<file path="src/rtl/uart_cmd_sequencer.sv">
// Turns single-byte axis commands from the UART into a settled accelerometer read and a
// checksummed 5-byte response frame; unknown bytes get a one-byte NAK.
module uart_cmd_sequencer #(
  parameter int unsigned SETTLE_CYCLES = 1000,
  parameter logic [7:0]  HEADER        = 8'hA5,
  parameter logic [7:0]  NAK           = 8'h3F
) (
  input  logic        clk_i,
  input  logic        rst_i,
  input  logic        rx_data_ready_i,
  input  logic [7:0]  rx_data_i,
  input  logic        tx_busy_i,
  input  logic [15:0] sample_data_i,
  output logic        tx_start_o,
  output logic [7:0]  tx_data_o,
  output logic [1:0]  dimension_o,
  output logic        busy_o,
  output logic        cmd_dropped_o,
  output logic        frame_done_o
);

  localparam int unsigned CntW    = 16;
  localparam int unsigned IdxW    = 3;
  localparam int unsigned ByteW   = 8;
  localparam int unsigned SampleW = 16;

  localparam logic [CntW-1:0] SettleLast = CntW'(SETTLE_CYCLES - 1);
  localparam logic [IdxW-1:0] LastIdx    = IdxW'(4);

  typedef enum logic [2:0] {
    IDLE,
    SETTLE,
    SEND,
    WAIT_ACK,
    WAIT_IDLE
  } state_e;

  state_e              state_q;
  logic [ByteW-1:0]    cmd_q;
  logic                nak_q;
  logic [IdxW-1:0]     idx_q;
  logic [CntW-1:0]     cnt_q;
  logic [SampleW-1:0]  sample_q;
  logic                tx_start_q;
  logic [ByteW-1:0]    tx_data_q;
  logic [1:0]          dim_q;
  logic                busy_q;
  logic                drop_q;
  logic                done_q;

  logic                is_axis;
  logic                last_byte;
  logic [IdxW-1:0]     idx_next;
  logic [ByteW-1:0]    cur_byte;
  logic [ByteW-1:0]    next_byte;

  // Byte at a given frame position; a NAK frame is the NAK byte alone.
  function automatic logic [ByteW-1:0] frame_byte(
    input logic [IdxW-1:0]    idx,
    input logic               nak,
    input logic [ByteW-1:0]   cmd,
    input logic [SampleW-1:0] smp
  );
    logic [ByteW-1:0] b;
    b = HEADER ^ cmd ^ smp[7:0] ^ smp[15:8];
    if (nak) begin
      b = NAK;
    end else begin
      case (idx)
        3'd0:    b = HEADER;
        3'd1:    b = cmd;
        3'd2:    b = smp[7:0];
        3'd3:    b = smp[15:8];
        default: b = HEADER ^ cmd ^ smp[7:0] ^ smp[15:8];
      endcase
    end
    return b;
  endfunction

  always_comb begin
    is_axis   = (rx_data_i == 8'h78) || (rx_data_i == 8'h79) || (rx_data_i == 8'h7A);
    last_byte = nak_q ? (idx_q == '0) : (idx_q == LastIdx);
    idx_next  = idx_q + IdxW'(1);
    cur_byte  = frame_byte(idx_q, nak_q, cmd_q, sample_q);
    next_byte = frame_byte(idx_next, nak_q, cmd_q, sample_q);
  end

  // Whenever the next byte is ready and the transmitter is idle, it is launched on the
  // same edge rather than via a SEND cycle; SEND only holds bytes under back-pressure.
  always_ff @(posedge clk_i) begin
    if (rst_i) begin
      state_q    <= IDLE;
      cmd_q      <= '0;
      nak_q      <= 1'b0;
      idx_q      <= '0;
      cnt_q      <= '0;
      sample_q   <= '0;
      tx_start_q <= 1'b0;
      tx_data_q  <= '0;
      dim_q      <= '0;
      busy_q     <= 1'b0;
      drop_q     <= 1'b0;
      done_q     <= 1'b0;
    end else begin
      tx_start_q <= 1'b0;
      drop_q     <= rx_data_ready_i && (state_q != IDLE);
      done_q     <= 1'b0;

      case (state_q)
        IDLE: begin
          if (rx_data_ready_i) begin
            busy_q <= 1'b1;
            idx_q  <= '0;
            cnt_q  <= '0;
            cmd_q  <= rx_data_i;
            if (is_axis) begin
              nak_q   <= 1'b0;
              dim_q   <= rx_data_i[1:0];
              state_q <= SETTLE;
            end else begin
              nak_q <= 1'b1;
              if (!tx_busy_i) begin
                tx_start_q <= 1'b1;
                tx_data_q  <= NAK;
                state_q    <= WAIT_ACK;
              end else begin
                state_q <= SEND;
              end
            end
          end
        end

        SETTLE: begin
          cnt_q <= cnt_q + CntW'(1);
          if (cnt_q == SettleLast) begin
            sample_q <= sample_data_i;
            if (!tx_busy_i) begin
              tx_start_q <= 1'b1;
              tx_data_q  <= HEADER;
              state_q    <= WAIT_ACK;
            end else begin
              state_q <= SEND;
            end
          end
        end

        SEND: begin
          if (!tx_busy_i) begin
            tx_start_q <= 1'b1;
            tx_data_q  <= cur_byte;
            state_q    <= WAIT_ACK;
          end
        end

        WAIT_ACK: begin
          if (tx_busy_i) begin
            state_q <= WAIT_IDLE;
          end
        end

        WAIT_IDLE: begin
          if (!tx_busy_i) begin
            if (last_byte) begin
              done_q  <= 1'b1;
              busy_q  <= 1'b0;
              state_q <= IDLE;
            end else begin
              idx_q      <= idx_next;
              tx_start_q <= 1'b1;
              tx_data_q  <= next_byte;
              state_q    <= WAIT_ACK;
            end
          end
        end

        default: begin
          busy_q  <= 1'b0;
          state_q <= IDLE;
        end
      endcase
    end
  end

  assign tx_start_o    = tx_start_q;
  assign tx_data_o     = tx_data_q;
  assign dimension_o   = dim_q;
  assign busy_o        = busy_q;
  assign cmd_dropped_o = drop_q;
  assign frame_done_o  = done_q;

endmodule

</file>
<file path="config.mk">
export PLATFORM = sky130hd
export DESIGN_NAME = uart_cmd_sequencer
export DESIGN_NICKNAME = d
export VERILOG_FILES = /design/src/rtl/uart_cmd_sequencer.sv
export SDC_FILE = /design/constraint.sdc
export NUM_CORES = 1
export LEC_CHECK = 0
export CORE_UTILIZATION = 55
export DETAILED_ROUTE_END_ITERATION = 12
export HOLD_SLACK_MARGIN = 0.03
export PLACE_DENSITY = 0.82
export SYNTH_ARGS = -nofsm -noshare
export SYNTH_HDL_FRONTEND = slang
export SYNTH_SLANG_ARGS = --single-unit
</file>
<file path="constraint.sdc">
create_clock -name clk_i -period 4.5 [get_ports clk_i]
set_clock_uncertainty 0.1 [all_clocks]
set_input_delay 0.9 -clock clk_i [delete_from_list [all_inputs] [get_ports clk_i]]
set_output_delay 0.9 -clock clk_i [all_outputs]
set_load 0.1 [all_outputs]
</file>
# [Word-level counts from Yosys, hierarchy flattened]
# Index checks and enable logic that the tools add are counted.
# Widths: inputs -> output; s select.
[word_totals] ff_bits=61 out_inout_bits=14 word_cells=106
[op_classes] n_addsub=2 eq_ne=25 muxes=42 bitwise_logic=5 n_reduce_logical=20
[op_table] operator="$pmux 8 s4" count=3
[op_table] operator="$mux 8" count=10
[op_table] operator="$pmux 16 s2" count=1
[op_table] operator="$eq 8x7->1 const B" count=3
[op_table] operator="$mux 3" count=8
[op_table] operator="$ne 2x2->1 const B" count=10
[op_table] operator="$eq 3x2->1 const B" count=6
[op_table] operator="$add 16x1->16 const B" count=1
[op_table] operator="$eq 16x10->1 const B" count=1
[op_table] operator="$mux 16" count=1
[op_table] operator="$xor 8x8->8" count=2
[op_table] operator="$pmux 3 s5" count=1
[op_table] operator="$mux 1" count=13
[op_table] operator="$eq 3x1->1 const B" count=3
[op_table] operator="$logic_not 3->1" count=3
[op_table] operator="$reduce_and 9->1" count=1
[op_table] operator="$reduce_and 4->1" count=2
[op_table] operator="$eq 3x3->1 const B" count=2
[op_table] operator="$pmux 3 s2" count=1
[op_table] operator="$reduce_and 2->1" count=3
[op_table] operator="$reduce_or 3->1" count=2
[op_table] operator="$reduce_and 5->1" count=1
[op_table] operator="$mux 2" count=2
[op_table] operator="$not 4->4" count=1
[op_table] operator="other kinds (10)" count=13

# [Longest topological paths before layout]
[logic_depth] ltp_word=8 ltp_mapped=9 ltp_nobuf=7

# [Least setup slack after synthesis]
# Ideal clock, no wire load.
[synth_path] kind="in2reg" start="in rx_data_ready_i" end="reg tx_data_q[7], in the netlist tx_data_o[7]" t_arrival_ps=2139 path_slack_ps=2127 path_stages=8 path_cell_list="or4b_1 clkbuf_2 a31oi_1 a211o_1 buf_6 and2_1 buf_4 a311oi_1"
[synth_between] elab_chain_len=2
[synth_lines] element="start, declared" line="10" source="input logic rx_data_ready_i,"
[synth_lines] element="$ne 2x2->1 (no source line)"
[synth_lines] element="$reduce_and 9->1 (no source line)"
[synth_lines] element="end signal, assigned" line="150" source="tx_data_q <= cur_byte;"
[synth_lines] element="end signal, assigned" line="170" source="tx_data_q <= next_byte;"
[synth_lines] element="end, declared" line="45" source="logic [ByteW-1:0] tx_data_q;"
# Every way passes these cells.
# A chain may end at the register's enable or synchronous reset.

# [Worst setup path in the final report]
# Ends and elaborated chain as after synthesis.

==> results.sh <==
export IMPL_status="completed"
export IMPL_synth_xor_xnor_area_share_pct=5.32
export IMPL_synth_area_leaders="dfxtp_1 (34%), a21oi_1 (9.2%), nand2_1 (7.3%)"
export IMPL_yosys_area_share_simple_pct=21.7
export IMPL_ant_nets=0
export IMPL_synth_area_per_cell_um2=8.00
export IMPL_route_vias_total=3526
export IMPL_synthDistinctLibCells=65
export IMPL_worst_slew_pin_slew_ns=1.02
export IMPL_synth_compound_area_share_pct=29.0
export IMPL_htreeDepth=3
export IMPL_synth_seq_area_share_pct=34.4
export IMPL_drv_cap=0
export IMPL_grt_util_met1_pct=39.3
export IMPL_max_freq_mhz=321
export IMPL_initial_utilization_pct=58.6
export IMPL_relSlewSlack_pct=31.9
export IMPL_cts_tree="done"
export IMPL_synth_seq_cells=61
export IMPL_path_max_fanout=16
export IMPL_portBuffers=41
export IMPL_die_w_um=82.4
export IMPL_peakVddDrop_mv=0.335
export IMPL_synthAdderAreaFrac_pct=2.82
export IMPL_placed_cells=528
export IMPL_grt_antenna_before_repair=0
export IMPL_period_share_pct=69.3
export IMPL_cts_hold_buf=0
export IMPL_post_route_drc_count=0
export IMPL_syn_num_nets=480
export IMPL_use_met2_pct=46.5
export IMPL_clockBufferDepth=2
export IMPL_clock_latency_ns=0.34
export IMPL_grt_use_met3_pct=7.80
export IMPL_synth_top_area_share_pct=34.4
export IMPL_synth_edf_count=0
export IMPL_ctsRootBufferMaster="clkbuf_8"
export IMPL_end_kind="flip-flop"
export IMPL_layout_cells_non_filler=541
export IMPL_startpoint_type="input port"
export IMPL_drive_above_1_share_pct=4.29
export IMPL_grt_max_degree=33
export IMPL_required_ns=4.61
export IMPL_grt_pass1_vias=3223
export IMPL_clk_pin_slew_ns=0.06
export IMPL_die_area_um2=6790
export IMPL_numCtsBuffers=9
export IMPL_n_antenna_cell=0
export IMPL_grt_total_usage_pct=29.8
export IMPL_grt_overflow=0
export IMPL_arrival_ns=3.23
export IMPL_period_needed_ns=3.12
export IMPL_nets=500
export IMPL_ys_warn_count=0
export IMPL_p_leak_nw=1.43
export IMPL_slowest_stage="or4b_1"
export IMPL_report_final_hold_viol_count=0
export IMPL_hold_ws_ns=0.396
export IMPL_cts_sinks=61
export IMPL_dr_first_iter_drc_count=386
export IMPL_setup_viol=0
export IMPL_fillers=529
export IMPL_via_per_inst=6.52
export IMPL_synthArstFlopShare_pct=0
export IMPL_place_gp_congestion=0.887
export IMPL_rows=28
export IMPL_core_um2=6060
export IMPL_synth_top_family_by_area="compound AO/OA/AOI/OAI gates"
export IMPL_die_h_um=82.4
export IMPL_grt_pass1_wl_mm=15.2
export IMPL_synth_top_area_cell="dfxtp_1"
export IMPL_path_class="in -> reg"
export IMPL_slowest_delay_ns=0.74
export IMPL_hpwl_mm=6.50
export IMPL_finalSetupTns_ns=0
export IMPL_routed_wl_mm=9.25
export IMPL_io_pins=42
export IMPL_synth_top_cells_by_count="nand2_1 (69), a21oi_1 (65), dfxtp_1 (61)"
export IMPL_cts_setup_buffers=0
export IMPL_syn_to_final_growth_pct=15.0
export IMPL_min_path_type="reg -> reg"
export IMPL_powerDensity_nw_per_um2=476
export IMPL_drt_first_pass_iters=6
export IMPL_rsz0062_at_grt="false"
export IMPL_syn_cell_area_um2=3550
export IMPL_syn_inst=444
export IMPL_wl_per_cell_um=17.1
export IMPL_top_usage_layer="met2"
export IMPL_drv_slew=0
export IMPL_synthFlopType="dfxtp_1"
export IMPL_synth_most_common_cell="nand2_1"
export IMPL_cts_resized=0
export IMPL_muxShareOfSynthArea_pct=0.880
export IMPL_worstPathCellList="clkdlybuf4s50_1 > or4b_1 > a31oi_1 > a211o_1 > and2_1 > a311oi_1"
[per-layer routing]
metal,up-vias,share of wire [%]
met2,171,46
met1,1657,45
met3,20,7.4
met4,0,1.9
li1,1678,-
met5,-,0
[metrics by stage]
stage               cell area [µm²]  setup WS (ns)  total power, mW  utilization [%]
global placement               3900           1.13             1.45             64.3
finish                         4090           1.38             1.94             67.4
floorplan                      3550           2.13             1.31                -
global route                   4090           1.27             2.04             67.4
detailed placement             3900           1.08             1.46             64.3
CTS                            4090           1.43             1.94             67.4
[area by class of cell]
cell class	instances	area [µm²]	share of cell area (%)
multi-input cells	337	2120	51.9
flip-flops and latches	61	1220	29.9
clock inverters	2	35.0	0.858
repair buffers	42	413	10.1
clock buffers	11	151	3.71
well taps	75	93.8	2.30
inverters	13	48.8	1.19
[path summary, 6_finish.rpt]
path | start | end | slack, ns | cells after the start
worst max-delay path | rx_data_ready_i | tx_data_o[7] | 1.38 | 6
worst min-delay path | dimension_o[1] | dimension_o[1] | 0.40 | 2
worst max register to register | state_q[0] | cnt_q[10] | 1.70 | 4
worst min register to register | dimension_o[1] | dimension_o[1] | 0.40 | 2
[worst max-delay path, delay by kind of cell]
| kind | cells | cell delay [ns] |
|---|---|---|
| AO/OA/AOI/OAI | 3 | 0.70 |
| buffers and inverters | 1 | 0.57 |
| AND/OR/NAND/NOR | 2 | 1.05 |
[power by group]
| group | total, mW | internal [mW] | switching, mW |
|---|---|---|---|
| Clock | 0.477 | 0.276 | 0.201 |
| Combinational | 0.761 | 0.257 | 0.504 |
| Sequential | 0.705 | 0.598 | 0.107 |
| Total | 1.94 | 1.13 | 0.812 |
[layout by cell type, fill, tap and decap left out, drive strengths merged, types with 4 or more instances in the layout]
cell type and count:
and3 5, inv 13, xor2 5, a221oi 9, a31oi 6, nor2 18, nand4 6, nor3 9
a222oi 4, nor2b 4, xnor2 8, o21ai 23, a211oi 5, clkbuf 11, a211o 4, clkdlybuf4s50 40
and2 4, a22oi 7, nand2 69, or3 7, o211a 4, nand3 9, ha 8, a21oi 65
dfxtp 61
[cell families (layout without fill, tap and decap cells)]
| family | count (synthesis) | in the layout |
|---|---|---|
| multiplexers | 3 | 3 |
| AND/OR/NAND/NOR | 152 | 152 |
| buffers and inverters | 46 | 68 |
| adder cells (fa/ha/maj) | 8 | 8 |
| AO/OA/AOI/OAI | 158 | 158 |
| XOR/XNOR | 16 | 16 |
| flip-flops | 61 | 61 |
[flip-flops by register name, summed over array words and instances, names as in the netlist]
register	count
busy_o	1
cmd_dropped_o	1
cmd_q	8
cnt_q	16
dimension_o	2
frame_done_o	1
idx_q	3
nak_q	1
sample_q	16
state_q	3
tx_data_o	8
tx_start_o	1
Note: power is estimated with default switching activity, not from simulation.
